## src/rtl/ysyx_25040101_alu_result_stage.sv

```systemverilog
// ysyx_25040101_alu_result_stage
//
// Registered ALU result stage between EXU arithmetic and LSU/WBU. It takes one
// subtract result and works out:
//   - the SLT/SLTU register value,
//   - the branch-taken flag for all six RISC-V branch conditions,
//   - the CSRRW/CSRRS/CSRRC write data and write enable.
// Each resolved result goes into a DEPTH-entry FIFO. A valid/ready handshake
// on each side decouples the ALU from downstream stalls.
//
// Parameters:
//   XLEN  - datapath width (32 or 64)
//   DEPTH - FIFO entries (power of two, >= 2)
//
// Ports:
//   clk, rst_n          - clock and synchronous active-low reset
//   flush_i             - synchronous queue clear (pipeline redirect)
//   in_valid_i/ready_o  - upstream handshake
//   borrow_i            - subtract borrow (unsigned less)
//   sub_overflow_i      - subtract signed overflow
//   tmp_data_i          - ALU result / CSR operand
//   op_i                - 0 PASS, 1 SLT, 2 SLTU, 3..8 branches, 9 CSR, 10..15 PASS
//   csr_op_i            - 0 RW, 1 RS, 2 RC, 3 none
//   csr_rdata_i         - current CSR value
//   rd_addr_i           - destination register
//   out_valid_o/ready_i - downstream handshake
//   out_*_o             - head entry fields
//   taken_cnt_o         - saturating count of taken branches popped downstream
module ysyx_25040101_alu_result_stage #(
    parameter int unsigned XLEN  = 32,
    parameter int unsigned DEPTH = 2
) (
    input  logic            clk,
    input  logic            rst_n,
    input  logic            flush_i,
    input  logic            in_valid_i,
    output logic            in_ready_o,
    input  logic            borrow_i,
    input  logic            sub_overflow_i,
    input  logic [XLEN-1:0] tmp_data_i,
    input  logic [3:0]      op_i,
    input  logic [1:0]      csr_op_i,
    input  logic [XLEN-1:0] csr_rdata_i,
    input  logic [4:0]      rd_addr_i,
    output logic            out_valid_o,
    input  logic            out_ready_i,
    output logic [XLEN-1:0] out_rd_data_o,
    output logic [4:0]      out_rd_addr_o,
    output logic            out_rd_we_o,
    output logic [XLEN-1:0] out_csr_wdata_o,
    output logic            out_csr_we_o,
    output logic            out_taken_o,
    output logic [31:0]     taken_cnt_o
);

    localparam int unsigned PtrW = $clog2(DEPTH);
    localparam int unsigned CntW = PtrW + 1;

    localparam logic [PtrW-1:0] PtrOne = PtrW'(1);
    localparam logic [CntW-1:0] CntOne = CntW'(1);
    localparam logic [CntW-1:0] CntFull = CntW'(DEPTH);

    localparam logic [3:0] OpSlt  = 4'd1;
    localparam logic [3:0] OpSltu = 4'd2;
    localparam logic [3:0] OpBeq  = 4'd3;
    localparam logic [3:0] OpBne  = 4'd4;
    localparam logic [3:0] OpBlt  = 4'd5;
    localparam logic [3:0] OpBge  = 4'd6;
    localparam logic [3:0] OpBltu = 4'd7;
    localparam logic [3:0] OpBgeu = 4'd8;
    localparam logic [3:0] OpCsr  = 4'd9;

    localparam logic [1:0] CsrRw = 2'd0;
    localparam logic [1:0] CsrRs = 2'd1;
    localparam logic [1:0] CsrRc = 2'd2;

    typedef struct packed {
        logic [XLEN-1:0] rd_data;
        logic [4:0]      rd_addr;
        logic            rd_we;
        logic [XLEN-1:0] csr_wdata;
        logic            csr_we;
        logic            taken;
    } entry_t;

    entry_t           mem_q [DEPTH];
    entry_t           in_entry;
    entry_t           head;
    logic [PtrW-1:0]  wr_ptr_q, wr_ptr_d;
    logic [PtrW-1:0]  rd_ptr_q, rd_ptr_d;
    logic [CntW-1:0]  count_q, count_d;
    logic [31:0]      taken_cnt_q, taken_cnt_d;

    logic zero, ult, slt;
    logic push, pop;

    // Flags derived from the single subtract result.
    assign zero = (tmp_data_i == '0);
    assign ult  = borrow_i;
    assign slt  = tmp_data_i[XLEN-1] ^ sub_overflow_i;

    // Resolve the incoming result into a FIFO entry.
    always_comb begin
        in_entry           = '0;
        in_entry.rd_data   = tmp_data_i;
        in_entry.rd_addr   = rd_addr_i;
        in_entry.rd_we     = 1'b1;
        in_entry.csr_wdata = '0;
        in_entry.csr_we    = 1'b0;
        in_entry.taken     = 1'b0;
        case (op_i)
            OpSlt:  in_entry.rd_data = {{(XLEN-1){1'b0}}, slt};
            OpSltu: in_entry.rd_data = {{(XLEN-1){1'b0}}, ult};
            OpBeq: begin
                in_entry.taken = zero;
                in_entry.rd_we = 1'b0;
            end
            OpBne: begin
                in_entry.taken = ~zero;
                in_entry.rd_we = 1'b0;
            end
            OpBlt: begin
                in_entry.taken = slt;
                in_entry.rd_we = 1'b0;
            end
            OpBge: begin
                in_entry.taken = ~slt;
                in_entry.rd_we = 1'b0;
            end
            OpBltu: begin
                in_entry.taken = ult;
                in_entry.rd_we = 1'b0;
            end
            OpBgeu: begin
                in_entry.taken = ~ult;
                in_entry.rd_we = 1'b0;
            end
            OpCsr: begin
                in_entry.rd_data = csr_rdata_i;
                case (csr_op_i)
                    CsrRw: begin
                        in_entry.csr_wdata = tmp_data_i;
                        in_entry.csr_we    = 1'b1;
                    end
                    CsrRs: begin
                        in_entry.csr_wdata = csr_rdata_i | tmp_data_i;
                        in_entry.csr_we    = ~zero;
                    end
                    CsrRc: begin
                        in_entry.csr_wdata = csr_rdata_i & ~tmp_data_i;
                        in_entry.csr_we    = ~zero;
                    end
                    default: begin
                        in_entry.csr_wdata = '0;
                        in_entry.csr_we    = 1'b0;
                    end
                endcase
            end
            default: ;  // PASS, including unused codes 10..15
        endcase
    end

    // Handshake signals depend only on registered count.
    assign in_ready_o  = (count_q != CntFull);
    assign out_valid_o = (count_q != '0);
    assign push        = in_valid_i & in_ready_o;
    assign pop         = out_valid_o & out_ready_i;
    assign head        = mem_q[rd_ptr_q];

    always_comb begin
        wr_ptr_d    = wr_ptr_q;
        rd_ptr_d    = rd_ptr_q;
        count_d     = count_q;
        taken_cnt_d = taken_cnt_q;
        if (flush_i) begin
            wr_ptr_d = '0;
            rd_ptr_d = '0;
            count_d  = '0;
        end else begin
            if (push) begin
                wr_ptr_d = wr_ptr_q + PtrOne;
            end
            if (pop) begin
                rd_ptr_d = rd_ptr_q + PtrOne;
                if (head.taken && (taken_cnt_q != '1)) begin
                    taken_cnt_d = taken_cnt_q + 32'd1;
                end
            end
            case ({push, pop})
                2'b10:   count_d = count_q + CntOne;
                2'b01:   count_d = count_q - CntOne;
                default: count_d = count_q;
            endcase
        end
    end

    always_ff @(posedge clk) begin
        if (!rst_n) begin
            wr_ptr_q    <= '0;
            rd_ptr_q    <= '0;
            count_q     <= '0;
            taken_cnt_q <= '0;
            for (int unsigned i = 0; i < DEPTH; i++) begin
                mem_q[i] <= '0;
            end
        end else begin
            wr_ptr_q    <= wr_ptr_d;
            rd_ptr_q    <= rd_ptr_d;
            count_q     <= count_d;
            taken_cnt_q <= taken_cnt_d;
            if (flush_i) begin
                // Storage is zeroed so an empty queue presents all-zero data.
                for (int unsigned i = 0; i < DEPTH; i++) begin
                    mem_q[i] <= '0;
                end
            end else if (push) begin
                mem_q[wr_ptr_q] <= in_entry;
            end
        end
    end

    assign out_rd_data_o   = head.rd_data;
    assign out_rd_addr_o   = head.rd_addr;
    assign out_rd_we_o     = head.rd_we;
    assign out_csr_wdata_o = head.csr_wdata;
    assign out_csr_we_o    = head.csr_we;
    assign out_taken_o     = head.taken;
    assign taken_cnt_o     = taken_cnt_q;

endmodule

```

## config.mk

```make
export PLATFORM = sky130hd
export DESIGN_NAME = ysyx_25040101_alu_result_stage
export DESIGN_NICKNAME = d
export VERILOG_FILES = /design/src/rtl/ysyx_25040101_alu_result_stage.sv
export SDC_FILE = /design/constraint.sdc
export NUM_CORES = 1
export LEC_CHECK = 0
export CORE_MARGIN = 2
export CORE_UTILIZATION = 55
export DETAILED_ROUTE_END_ITERATION = 12
export HOLD_SLACK_MARGIN = 0.08
export PLACE_DENSITY = 0.85
export SYNTH_ARGS = -nofsm -noshare
export SYNTH_HDL_FRONTEND = slang
export SYNTH_SLANG_ARGS = --single-unit
```

## constraint.sdc

```tcl
create_clock -name clk -period 13.17 [get_ports clk]
set_input_delay 2.634 -clock clk [delete_from_list [all_inputs] [get_ports clk]]
set_output_delay 2.634 -clock clk [all_outputs]
set_load 0.005 [all_outputs]
```

==> results.sh, run 1 <==
export IMPL_hold_viol=0
export IMPL_final_setup_skew_ns=0.00889
export IMPL_ant_nets=0
export IMPL_final_nets=1054
export IMPL_r2r_end="taken_cnt_o[21]$_SDFFE_PN0P_"
export IMPL_drive_above_1_share=0.121
export IMPL_intPower_mw=1.01
export IMPL_relSlewSlack=0.200
export IMPL_synth_seq_area_share=0.577
export IMPL_p_leak_nw=4.21
export IMPL_coreArea_um2=15700
export IMPL_cts_sinks=181
export IMPL_drt_pass1_iterations=7
export IMPL_crit_family="simple AND/OR/NAND/NOR gates"
export IMPL_fmax_ghz=0.186
export IMPL_tightest_slew_ns=1.20
export IMPL_outcome="completed"
export IMPL_initial_core_util=0.559
export IMPL_hp_start="taken_cnt_o[26]$_SDFFE_PN0P_"
export IMPL_cp_data_arrival_time_ns=5.42
export IMPL_synthArstFlopShare=0
export IMPL_finalMaxSlewViolations=0
export IMPL_synth_distinct_cells=43
export IMPL_dieArea_um2=17000
export IMPL_required_ns=13.21
export IMPL_switching_share=0.221
export IMPL_port_buffers=187
export IMPL_hp_class="reg -> reg"
export IMPL_via_count=7082
export IMPL_synth_edf_count=144
export IMPL_cp_start_kind="primary input"
export IMPL_p_sw_mw=0.287
export IMPL_synthTopCellsByCount="144 x edfxtp_1, 144 x nor2_1, 71 x mux2_2"
export IMPL_crit_chain="clkdlybuf4s50_1, nand2b_1, nor2_1, nand2_1, buf_4, nand2_4"
export IMPL_place_gp_congestion=0.909
export IMPL_htree_levels=4
export IMPL_power_frac_seq=0.499
export IMPL_period_minus_slack_ns=5.38
export IMPL_max_cap_viol_count=0
export IMPL_post_cts_buffers=0
export IMPL_synth_seq_cells=181
export IMPL_syn_area_um2=8780
export IMPL_rrSetupSlack_ns=10.25
export IMPL_rows=46
export IMPL_rsz0062_at_grt="no"
export IMPL_synth_avg_cell_area_um2=11.0
export IMPL_setup_viol=0
export IMPL_cp_end_kind="flop"
export IMPL_syn_num_nets=883
export IMPL_numCtsBuffers=17
export IMPL_drt_iter0_drc=770
export IMPL_chipWidth_um=130
export IMPL_dpl_hpwl_mm=14.9
export IMPL_io_pins=188
export IMPL_crit_path_max_incr_delay_ns=0.86
export IMPL_post_route_util=0.727
export IMPL_cts_tree="yes"
export IMPL_clock_path_buffers=2
export IMPL_path_buf_inv=2
export IMPL_drc=0
export IMPL_preCtsSetupSlack_ns=7.39
export IMPL_grt_overflow=0
export IMPL_cp_max_fo=72
export IMPL_power_frac_comb=0.107
export IMPL_finalCritPeriodShare=0.408
export IMPL_wl_per_cell_um=19.1
export IMPL_antenna_found_initial=1
export IMPL_cp_slowest_cell="clkdlybuf4s50_1"
export IMPL_cts_resized=0
export IMPL_grt_max_degree=73
export IMPL_grt_total_usage=0.272
export IMPL_grt_first_pass_wirelength_mm=34.8
export IMPL_p_per_area_nw_per_um2=114
export IMPL_ys_top_cells_by_area="edfxtp_1 49%, mux2_2 9.1%, dfxtp_1 8.4%, nor2_1 6.2%, a21oi_1 3.3%"
export IMPL_synth_top_area_cell="edfxtp_1"
export IMPL_holdWs_ns=0.504
export IMPL_synth_top_cell_area_share=0.493
export IMPL_ys_warnings_count=0
export IMPL_root_buffer="clkbuf_16"
export IMPL_dp_cells=1167
export IMPL_holdBufCountCts=0
export IMPL_final_setup_worst_slack_ns=7.79
export IMPL_grt_pass1_vias=6498
export IMPL_reg2regPathDepth=5
export IMPL_yosys_most_used_dff="edfxtp_1"
export IMPL_clkPwrFrac=0.394
export IMPL_fin_cells=1201
export IMPL_min_path_cells=2
export IMPL_via_per_inst=5.90
export IMPL_insertion_delay_ns=0.43
export IMPL_clk_pin_slew_ns=0.07
export IMPL_worstSetupPathType="in -> reg"
export IMPL_route_final_wire_length_mm=22.9
export IMPL_vdd_drop_max_mv=0.0875
export IMPL_min_to="taken_cnt_o[26]$_SDFFE_PN0P_"
export IMPL_area_delta_synth_final_pct=30.2
export IMPL_die_height_um=130
export IMPL_synth_cells=799
export IMPL_fin_setup_tns_ns=0
worst max-delay path by stage:
stage	to	cells past startpoint	slack (ns)	startpoint
6_report	mem_q[1][0]$_SDFFCE_PN0P_	6	7.79	rst_n
5_1_grt	mem_q[1][55]$_SDFFCE_PN0P_	6	7.52	rst_n
2_1_floorplan	mem_q[0][0]$_SDFFCE_PN0P_	2	4.75	in_valid_i
3_5_place_dp	mem_q[1][18]$_SDFFCE_PN0P_	6	7.39	rst_n
3_3_place_gp	mem_q[1][18]$_SDFFCE_PN0P_	6	7.49	rst_n
4_1_cts	mem_q[1][52]$_SDFFCE_PN0P_	6	7.82	rst_n
placed cells by master, fill, tap and decap left out, drive strengths merged, types with 2 or more instances in the layout:
cell type,instances
or3,17
dfxtp,37
nand4,14
inv,12
and2,8
and3,9
and3b,2
edfxtp,144
nand2b,12
nor4,11
buf,10
ha,2
o32a,2
nor2,144
or2,2
mux2i,12
diode,2
xnor2,3
a21oi,58
o31ai,6
clkdlybuf4s50,187
or4,7
mux2,71
nand2,30
bufinv,3
nor2b,33
nor3,5
and4,5
clkinvlp,3
clkbuf,20
xor2,4
clkinv,4
o21ai,51
nand3,16
a22oi,31
layer usage:
layer | GRT usage | vias to the layer above | part of all wire
li1 | - | 3268 | -
met1 | 0.378 | 3379 | 0.40
met2 | 0.416 | 391 | 0.46
met3 | 0.0623 | 44 | 0.10
met4 | 0.108 | 0 | 0.028
met5 | 0 | - | 0
state kept, by name, indices dropped and copies added (netlist names), named ones only:
register and count:
mem_q 144, taken_cnt_o 32, count_q 2, rd_ptr_q 1, wr_ptr_q 1
metrics by stage:
| stage | power [mW] | instance area, um2 |
|---|---|---|
| after floorplan | 0.719 | 8780 |
| after global placement | 0.793 | 10800 |
| after detailed placement | 0.797 | 10800 |
| after CTS | 1.30 | 11400 |
| after global routing | 1.34 | 11400 |
| final | 1.30 | 11400 |
power groups by stage:
stage / Clock [mW] / Combinational (mW) / Sequential [mW]
2_1_floorplan: 0 / 0.0612 / 0.658
4_1_cts: 0.513 / 0.138 / 0.648
6_report: 0.511 / 0.139 / 0.648
5_1_grt: 0.539 / 0.149 / 0.650
3_5_place_dp: 0 / 0.137 / 0.660
3_3_place_gp: 0 / 0.135 / 0.659
cells by family after synthesis:
family | Yosys count | share of synthesized area
and+or+nand+nor | 318 | 0.179
muxes | 83 | 0.105
buffers and inverters | 55 | 0.0261
DFF | 181 | 0.577
xor gates and xnor gates | 7 | 0.00699
AOI/OAI and AO/OA | 152 | 0.102
adders and majority gates | 3 | 0.00399
final cells by class:
type	count	area [um2]
well taps	216	270
clock buffers	20	437
multi-input cells	563	3510
inverters	10	37.5
fillers	1107	4290
clock inverters	12	154
flip-flops and latches	181	5070
diodes	2	5.00
repair buffers	197	1950
worst register-to-register path, stage by stage, from the launching register on:
cell and delay, ns:
dfxtp_4 1.00, mux2i_1 0.33, or4_1 0.59, a2111oi_4 0.53
nand3_1 0.20, mux2i_1 0.16
No activity file was read; power rests on OpenSTA's default activity.
==> run 2, diff against run 1 <==
- CORE_UTILIZATION: 55 -> 51
- PLACE_DENSITY: 0.85 -> 0.8
- clock period: 13.17 -> 5.5 ns (I/O delays scaled with it)
==> run 2 against run 1 <==
Effect of this change: non-clock buffer count stayed put; clock skew is 0.00056 ns lower; first-iteration DRC count is 0.52% lower; global-route usage is 1.7 points lower; wire length is 1.6% higher; critical path depth stayed put; cell count is 0.25% higher; critical endpoint is now mem_q[1][41]$_SDFFCE_PN0P_; largest cell class unchanged; combinational power is 140% higher; hold slack hardly changed; die area is 7.6% higher; critical path type unchanged.
==> results.sh, run 2 (same netlist as run 1, synthesis figures left out) <==
export IMPL_outcome="completed"
export IMPL_max_cap_viol_count=0
export IMPL_finalMaxSlewViolations=0
export IMPL_htree_levels=4
export IMPL_cp_start_kind="primary input"
export IMPL_wl_per_cell_um=19.3
export IMPL_relSlewSlack=0.0873
export IMPL_insertion_delay_ns=0.43
export IMPL_holdBufCountCts=0
export IMPL_drive_above_1_share=0.119
export IMPL_tightest_slew_ns=1.37
export IMPL_root_buffer="clkbuf_16"
export IMPL_layout_commonest_cell="clkdlybuf4s50_1"
export IMPL_vdd_drop_max_mv=0.241
export IMPL_drt_iter0_drc=766
export IMPL_grt_total_usage=0.255
export IMPL_filler_cell_count=1265
export IMPL_hold_viol=0
export IMPL_p_leak_nw=4.23
export IMPL_place_gp_congestion=0.822
export IMPL_cts_resized=0
export IMPL_grt_overflow=0
export IMPL_die_height_um=135
export IMPL_port_buffers=187
export IMPL_crit_chain="clkdlybuf4s50_1, nand2b_1, nor2_1, nand2_1, buf_4, nand2_4"
export IMPL_clk_pin_slew_ns=0.06
export IMPL_via_count=7049
export IMPL_area_delta_synth_final_pct=30.6
export IMPL_numCtsBuffers=17
export IMPL_drc=0
export IMPL_coreArea_um2=16700
export IMPL_cts_tree="yes"
export IMPL_hp_class="reg -> reg"
export IMPL_via_per_inst=5.85
export IMPL_chipWidth_um=135
export IMPL_ant_nets=0
export IMPL_largest_reg_flops=144
export IMPL_initial_core_util=0.526
export IMPL_grt_pass1_vias=6781
export IMPL_route_final_wire_length_mm=23.3
export IMPL_dieArea_um2=18300
export IMPL_fin_cells=1204
export IMPL_clock_path_buffers=2
export IMPL_worstSetupPathType="in -> reg"
export IMPL_cp_max_fo=72
export IMPL_p_per_area_nw_per_um2=277
export IMPL_post_route_util=0.686
export IMPL_antenna_found_initial=2
export IMPL_cp_data_arrival_time_ns=3.92
export IMPL_final_nets=1054
export IMPL_top_register="mem_q"
export IMPL_post_cts_buffers=0
export IMPL_dpl_hpwl_mm=15.2
export IMPL_cp_slowest_cell="clkdlybuf4s50_1"
export IMPL_fmax_ghz=0.258
export IMPL_setup_viol=0
export IMPL_finalCritPeriodShare=0.704
export IMPL_required_ns=5.54
export IMPL_rsz0062_at_grt="no"
export IMPL_dp_cells=1171
export IMPL_cts_sinks=181
export IMPL_final_setup_skew_ns=0.00833
export IMPL_io_pins=188
export IMPL_grt_max_degree=73
export IMPL_grt_first_pass_wirelength_mm=35.7
export IMPL_cp_end_kind="flop"
export IMPL_drt_pass1_iterations=5
export IMPL_fin_setup_tns_ns=0
export IMPL_most_common_layout_cells="187 x clkdlybuf4s50_1, 144 x nor2_1, 144 x edfxtp_1"
export IMPL_rows=47
export IMPL_period_minus_slack_ns=3.87
export IMPL_crit_path_max_incr_delay_ns=0.87
-- run 2: final timing paths --
path / slack, ns / cells after the start / endpoint / startpoint
worst max-delay path: 1.63 / 6 / mem_q[1][41]$_SDFFCE_PN0P_ / rst_n
worst max register to register: 2.58 / 5 / taken_cnt_o[29]$_SDFFE_PN0P_ / flop
worst min register to register: 0.50 / 2 / taken_cnt_o[7]$_SDFFE_PN0P_ / taken_cnt_o[7]$_SDFFE_PN0P_
worst min-delay path: 0.50 / 2 / taken_cnt_o[7]$_SDFFE_PN0P_ / taken_cnt_o[7]$_SDFFE_PN0P_
-- run 2: where the power goes --
part           leakage (nW)  switching [mW]  total, mW  internal [mW]
Clock                 0.299           0.489       1.29          0.801
Combinational          2.00           0.162      0.336          0.174
Sequential             1.93          0.0207       1.55           1.53
Total                  4.23           0.672       3.18           2.51
-- run 2: critical path: cells and delay by family --
family                 cells  cell delay (ns)
buffers and inverters      2             1.15
and+or+nand+nor            4             1.59
-- run 2: metal layers --
layer,up-vias,wire length (um),GRT usage
li1,3279,-,-
met1,3373,9490,0.344
met2,349,11100,0.399
met3,46,2170,0.0614
met4,2,524,0.102
met5,-,13,0
-- run 2: final cells by class --
type,count,area [um2],area share
clock buffer,21,440,0.0384
antenna,2,5.00,0.000437
inverter,10,37.5,0.00328
clock inverter,10,180,0.0157
tap,220,275,0.0240
sequential,181,5070,0.442
timing repair buffer,197,1950,0.170
multi-input combinational,563,3510,0.306
-- run 2: stage by stage --
| step | setup WS [ns] | total power, mW | area, um2 | hold slack (ns) |
|---|---|---|---|---|
| after floorplan | 0.554 | 1.72 | 8780 | 0.472 |
| after global placement | 1.37 | 1.90 | 10800 | 0.485 |
| after detailed placement | 1.26 | 1.91 | 10800 | 0.497 |
| after CTS | 1.70 | 3.18 | 11500 | 0.506 |
| after global routing | 1.38 | 3.27 | 11500 | 0.545 |
| final | 1.63 | 3.18 | 11500 | 0.504 |
